## config.mk

```make
export PLATFORM = sky130hd
export DESIGN_NAME = mul8_seq
export DESIGN_NICKNAME = d
export VERILOG_FILES = /design/src/rtl/mul8_seq.sv
export SDC_FILE = /design/constraint.sdc
export NUM_CORES = 1
export LEC_CHECK = 0
export CORE_MARGIN = 5
export CORE_UTILIZATION = 52
export DETAILED_ROUTE_END_ITERATION = 8
export GPL_TIMING_DRIVEN = 0
export HOLD_SLACK_MARGIN = 0.03
export PLACE_DENSITY = 0.79
export SYNTH_ARGS = -nofsm -noshare
export SYNTH_HDL_FRONTEND = slang
export SYNTH_HIERARCHICAL = 1
export SYNTH_SLANG_ARGS = --single-unit
```

## constraint.sdc

```tcl
create_clock -name clk -period 4.56 [get_ports clk]
set_input_delay 0.456 -clock clk [delete_from_list [all_inputs] [get_ports clk]]
set_output_delay 0.456 -clock clk [all_outputs]
set_load 0.05 [all_outputs]
```

## src/rtl/mul8_seq.sv

```systemverilog
// Sequential 8x8 unsigned shift-and-add multiplier built around the cska8b
// carry-skip adder. Valid/ready handshakes on the operand and result sides.

module cska8b (
    input  logic [7:0] a,
    input  logic [7:0] b,
    input  logic       cin,
    output logic [7:0] sum,
    output logic       cout
);
    logic [7:0] p;
    logic [7:0] g;
    logic       carry;
    logic       c4;

    // Two 4-bit ripple blocks; a block whose bits all propagate passes its carry-in straight through.
    always_comb begin
        p     = a ^ b;
        g     = a & b;
        sum   = 8'h00;
        carry = cin;
        for (int i = 0; i < 4; i++) begin
            sum[i] = p[i] ^ carry;
            carry  = g[i] | (p[i] & carry);
        end
        c4    = (&p[3:0]) ? cin : carry;
        carry = c4;
        for (int i = 4; i < 8; i++) begin
            sum[i] = p[i] ^ carry;
            carry  = g[i] | (p[i] & carry);
        end
        cout = (&p[7:4]) ? c4 : carry;
    end
endmodule

// state | meaning
// IDLE  | waiting for operands, in_ready=1
// RUN   | one shift-and-add iteration per cycle, 8 cycles
// DONE  | product valid, waiting for out_ready
module mul8_seq (
    input  logic        clk,
    input  logic        rst,
    input  logic        in_valid,
    output logic        in_ready,
    input  logic [7:0]  a,
    input  logic [7:0]  b,
    output logic        out_valid,
    input  logic        out_ready,
    output logic [15:0] product,
    output logic        busy
);
    typedef enum logic [1:0] {
        IDLE = 2'd0,
        RUN  = 2'd1,
        DONE = 2'd2
    } state_t;

    state_t      state;
    logic [7:0]  m;
    logic [7:0]  p_hi;
    logic [7:0]  q;
    logic [2:0]  cnt;
    logic [7:0]  add_b;
    logic [7:0]  s;
    logic        c;

    assign add_b = q[0] ? m : 8'h00;

    cska8b u_add (
        .a    (p_hi),
        .b    (add_b),
        .cin  (1'b0),
        .sum  (s),
        .cout (c)
    );

    assign in_ready  = (state == IDLE);
    assign out_valid = (state == DONE);
    assign busy      = (state != IDLE);

    always_ff @(posedge clk or posedge rst) begin
        if (rst) begin
            state   <= IDLE;
            m       <= 8'h00;
            p_hi    <= 8'h00;
            q       <= 8'h00;
            cnt     <= 3'd0;
            product <= 16'h0000;
        end else begin
            case (state)
                IDLE: begin
                    if (in_valid) begin
                        m     <= a;
                        q     <= b;
                        p_hi  <= 8'h00;
                        cnt   <= 3'd0;
                        state <= RUN;
                    end
                end
                RUN: begin
                    // The adder carry-out lands in p_hi[7] as the pair shifts right.
                    p_hi <= {c, s[7:1]};
                    q    <= {s[0], q[7:1]};
                    cnt  <= cnt + 3'd1;
                    if (cnt == 3'd7) begin
                        product <= {c, s, q[7:1]};
                        state   <= DONE;
                    end
                end
                DONE: begin
                    if (out_ready) begin
                        state <= IDLE;
                    end
                end
                default: state <= IDLE;
            endcase
        end
    end
endmodule
```

==> metrics, run 1 <==
CP arrival=~4500 ps; Core ar.=4294 um^2; Yosys reg bits=45; delay of the slowest critical-path stage=approximately 500 ps; vias per inst=between 5 and 6; die width=76.10 um; vias in the first global route=1558; Synth warnings=6; CP Capture Type=register; top cells by count, synth=dfrtp_1, mux2_2, inv_1; CP required=roughly 4700 ps; crit share post-route=95.49%; Num CTS Buffers=5; Initial Util=between 50% and 60%; gr usage total=16.63%; hold_buf cts=0; VDD IR-drop max=0.4400 mV; clock share of power=~12%; post-synth top area share=approximately half; Area Growth Syn to Fin=24.89%; Seq/Total Area, Yosys=49.56%; first-pass GRT wire length=just under 8000 um; # rows=24; final net count=about 260; register share of total power=about a third; GRT overflow=0; share of cells above drive strength 1=20.81%; GPL Wtd Cong=just under 0.8; Final TNS setup=0 ps; diode count=0; die extent in y=76.10 um; post-route insts no fill=around 270; Final Critical Period=about 4400 ps; cells after synthesis=173; worst reg2reg path startpoint=q[0]; met1 GRT Util=between 20% and 30%; final-report hold violation count=0; GR Util met2=between 20% and 30%; final core occ=approximately 66%; die area=5791 um^2; Most Used Layer, Global Route=met2; max-cap violations=0; CP max-delay cell=dfrtp_1; type of element launching the critical path=register; logic gate share of total power=56.5%; dpl hpwl=3183 um; pin count of the biggest net entering global routing=37; worst-skew pair later-pin latency=approximately 300 ps; Leakage=approximately 0.0013 uW; reg-to-reg slack, setup=210 ps; critical path fanouts, max=9; Async SR Flop Fraction=between 90% and 100%; crit-path cells=and2_1, inv_1, fa_1, inv_1, fa_1, fa_1, fa_1, mux2_4, fa_1, fa_1, fa_1, inv_1, fa_1, nand2_1, o21a_1, mux2_2; CTS root buf=clkbuf_8; cell with the most instances after synthesis=dfrtp_1; detailed-route DRC error count=0; synth unique cells=27; ys flop type=dfrtp_1; Sw Ratio=between 40% and 50%; final instance area=approximately 2800 um^2; Area contributors post-synth=dfrtp_1, mux2_2, fa_1; crit path kind=register to register; relative slew slack=around 64%; WP buf/inv=3; Mean Syn Cell Area=13.13 um^2; Slew @ Worst Pin=534.3 ps; max-slew violations=0; PortBufs=38; mapped cell area=around 2300 um^2; cell area after placement=about 2700 um^2; # fillers=345; Total Routed Length=between 4000 and 5000 um; Min-Delay Path Class=input port to asynchronous set/reset pin; post-CTS setup buffers=0; cell taking the most area after synthesis=dfrtp_1; power density cells=803.9 nW/um^2; final setup margin=roughly 210 ps; I/O pins=39; antenna-violating nets left=0; Pint=1309 uW; placed cell count=between 200 and 300; total number of vias=about 1.5k; met3 usage=~4.5%; CP top delay family=adder cells; drt first pass iters=4; cell mode on critical path=fa_1; Sink Count=between 40 and 50; fmax=around 230 MHz; CTS tree=yes; Max Root-Sink Buffers=2; clk slew on worst S/H paths=~90 ps; CP startpoint=q[0]; post_cts resized=0; pre-CTS setup slack=212.6 ps; EDFF count, synth=0; Max H-tree Level=2; initial antenna violation count=0; starting DRC count in detailed routing=107; status=finished clean; RSZ-0062 raised after global routing=no; Final Skew=~13 ps; Setup-failing EPs final=0; drt wl/cell=15.99 um; P_sw=972.4 uW
## registers in the layout (all words and copies together), names as in the netlist
name and count:
product 16, m 8, q 8, cnt 3
p_hi 8, state 2
## power by group through the flow
stage	clock (uW)	combinational [uW]	sequential, uW
2_1_floorplan	0	705	951
3_3_place_gp	0	1250	730
3_5_place_dp	0	1310	738
4_1_cts	272	1310	733
5_1_grt	291	1420	759
6_report	263	1290	730
## area by class of cell
class                   count  area (um^2)  share of cell area [%]
multi-input cells         102         1023                   36.07
repair buffers             39        400.4                   14.11
clock buffers               6        82.58                   2.910
clock inverters             2        13.76                  0.4850
inverters                  20        75.07                   2.646
plain buffers               7        51.30                   1.808
flip-flops and latches     45         1126                   39.68
well taps                  52        65.06                   2.293
## cell usage in the layout, fill, tap and decap left out, drive strengths merged
cell type / instances
inv: 20
or2b: 1
a21oi: 1
nand4: 2
mux2: 26
a22o: 10
fa: 8
nor3b: 9
clkbuf: 7
clkinv: 2
nand2b: 2
nor2b: 9
o21ai: 1
ha: 10
nand3b: 1
buf: 7
a221oi: 8
and2: 8
o21a: 1
conb: 2
clkdlybuf4s50: 38
nand2: 1
dfrtp: 45
o21bai: 1
nor2: 1
## worst paths after layout
check / endpoint / depth (start not counted)
setup / recovery: product[15] / 16
hold / removal: q[6] / 2
setup reg to reg: product[15] / 16
hold reg to reg: m[7] / 1
max in group asynchronous: product[14] / 3
min in group clk: m[7] / 1
## kinds of logic after synthesis
logic type / count (synthesis) / share of synthesized area, %
flip-flops: 45 / 49.56
AND/OR/NAND/NOR: 34 / 10.90
buffers and inverters: 27 / 5.561
multiplexers: 26 / 13.05
AO/OA/AOI/OAI: 22 / 8.204
adder cells (fa/ha/maj): 18 / 12.55
other: 1 / 0.1650
## per-stage QoR
stage / power [uW] / hold slack, ps
finish: 2281 / 380.2
global route: 2465 / 429.8
CTS: 2314 / 388.1
detailed placement: 2045 / 489.1
global placement: 1980 / 482.7
floorplan: 1656 / 469.8
## per-layer routing
layer	part of all wire (%)	routed length, um
met1	44	1915
met2	49	2138
met3	5.7	248
met4	1.4	62
met5	0	0
Power figures use the tool's default switching activity.
==> run 2: changes to the inputs <==
--- a/config.mk
+++ b/config.mk
@@ -8,6 +8,7 @@
 export CORE_MARGIN = 5
 export CORE_UTILIZATION = 52
 export DETAILED_ROUTE_END_ITERATION = 8
+export GPL_ROUTABILITY_DRIVEN = 0
 export GPL_TIMING_DRIVEN = 0
 export HOLD_SLACK_MARGIN = 0.03
 export PLACE_DENSITY = 0.79
==> results of run 2 <==
Final layout, timing and power as in run 1 (identical DEF).
==> run 3: changes to the inputs <==
--- a/config.mk
+++ b/config.mk
@@ -11,6 +11,7 @@
 export GPL_ROUTABILITY_DRIVEN = 0
 export GPL_TIMING_DRIVEN = 0
 export HOLD_SLACK_MARGIN = 0.03
+export MAX_ROUTING_LAYER = met4
 export PLACE_DENSITY = 0.79
 export SYNTH_ARGS = -nofsm -noshare
 export SYNTH_HDL_FRONTEND = slang
==> metrics, run 3 (synthesis results as in run 1) <==
status=finished clean; final net count=~260; hold_buf cts=0; CTS tree=yes; final setup margin=approximately 210 ps; antenna-violating nets left=0; first-pass GRT wire length=~7800 um; final instance area=between 2000 and 3000 um^2; Top reg by flops=product; Critical R2R Capture=product[15]; die width=roughly 76 um; Sink Count=45; most common cell after layout, fill and taps aside=dfrtp_1; power density cells=804.8 nW/um^2; Initial Util=between 50% and 60%; CP top delay family=adder cells; dpl hpwl=3183 um; type of element launching the critical path=register; CTS root buf=clkbuf_8; drt first pass iters=4; gr usage total=~17%; detailed-route DRC error count=0; post-CTS setup buffers=0; fmax=between 200 and 250 MHz; most frequent cells in the layout=dfrtp_1, clkdlybuf4s50_1, mux2_2; pre-CTS setup slack=212.6 ps; worst-skew pair later-pin latency=~300 ps; I/O pins=39; CP arrival=~4500 ps; share of cells above drive strength 1=approximately a fifth; cell area after placement=between 2000 and 3000 um^2; CP max-delay cell=dfrtp_1; Leakage=0.001302 uW; Sequential cell area=between 1000 and 1500 um^2; starting DRC count in detailed routing=108; Num CTS Buffers=5; CP Capture Type=register; reg-to-reg slack, setup=210 ps; Core ar.=roughly 4300 um^2; total number of vias=1438; Slew @ Worst Pin=between 500 and 600 ps; Final Skew=~13 ps; delay of the slowest critical-path stage=around 490 ps; CP required=between 4000 and 5000 ps; initial antenna violation count=0; # fillers=345; diode count=0; Final Critical Period=4351 ps; Setup-failing EPs final=0; Final TNS setup=0 ps; clk slew on worst S/H paths=90 ps; WP buf/inv=3; crit share post-route=a little over nine tenths; vias in the first global route=around 1.6k; PortBufs=38; pin count of the biggest net entering global routing=37; Max H-tree Level=2; worst reg2reg path startpoint=q[0]; RSZ-0062 raised after global routing=no; crit path kind=register to register; final-report hold violation count=0; vias per inst=around 5.3; area of the multi-input gates=1023 um^2; Max Root-Sink Buffers=2; max reg flops=16; critical path fanouts, max=9; max-slew violations=0; post_cts resized=0; Min-Delay Path Class=input port to asynchronous set/reset pin; Total Routed Length=4387 um; die area=between 5000 and 6000 um^2; # rows=24; relative slew slack=approximately 64%; R2R depth=16; crit-path cells=and2_1, inv_1, fa_1, inv_1, fa_1, fa_1, fa_1, mux2_4, fa_1, fa_1, fa_1, inv_1, fa_1, nand2_1, o21a_1, mux2_2; Area Growth Syn to Fin=24.89%; max-cap violations=0; cell mode on critical path=fa_1; die extent in y=around 76 um; power consumption=about 2300 uW; drt wl/cell=approximately 16 um; VDD IR-drop max=roughly 0.44 mV; GRT overflow=0
==> run 3: cell counts in the layout (fill, tap and decap cells not counted) <==
Identical to the previous run, type by type.
==> run 3: layer usage <==
layer / vias up / global-route usage [%] / part of all wire [%]
met1: 717 / 22.21 / 45
met2: 35 / 26.63 / 48
li1: 680 / - / -
met4: 0 / 4.720 / 1.4
met3: 6 / 4.492 / 5.3
met5: - / - / 0
==> run 3: report_power, final <==
part	internal, uW	leakage (uW)	switching [uW]	total (uW)
Sequential	599	0.000535	131	730
Clock	123	0.0000512	140	263
Combinational	587	0.000716	703	1290
==> run 3: cell type report <==
| class | count | area share (%) |
|---|---|---|
| sequential | 45 | 39.68 |
| multi-input combinational | 102 | 36.07 |
| timing repair buffer | 39 | 14.11 |
| clock buffer | 6 | 2.910 |
| inverter | 20 | 2.646 |
| tap | 52 | 2.293 |
| buffer | 7 | 1.808 |
| clock inverter | 2 | 0.4850 |
==> run 3: through the flow <==
| step | hold WS, ps | instances | util (%) |
|---|---|---|---|
| global placement | 482.7 | 264 | 63.37 |
| finish | 380.1 | 273 | 66.08 |
| floorplan | 469.8 | 174 | - |
| detailed placement | 489.1 | 265 | 63.84 |
| CTS | 388.1 | 273 | 66.08 |
| global route | 429.8 | 273 | 66.08 |
==> run 3: worst max-delay path by stage <==
stage               start  slack, ps          end  cells after the start
floorplan            q[0]        530  product[15]                     16
global placement     q[0]        310  product[15]                     16
detailed placement   q[0]        210  product[15]                     16
CTS                  q[0]        170  product[15]                     16
global route         q[0]         60      p_hi[6]                     15
finish               q[0]        210  product[15]                     16
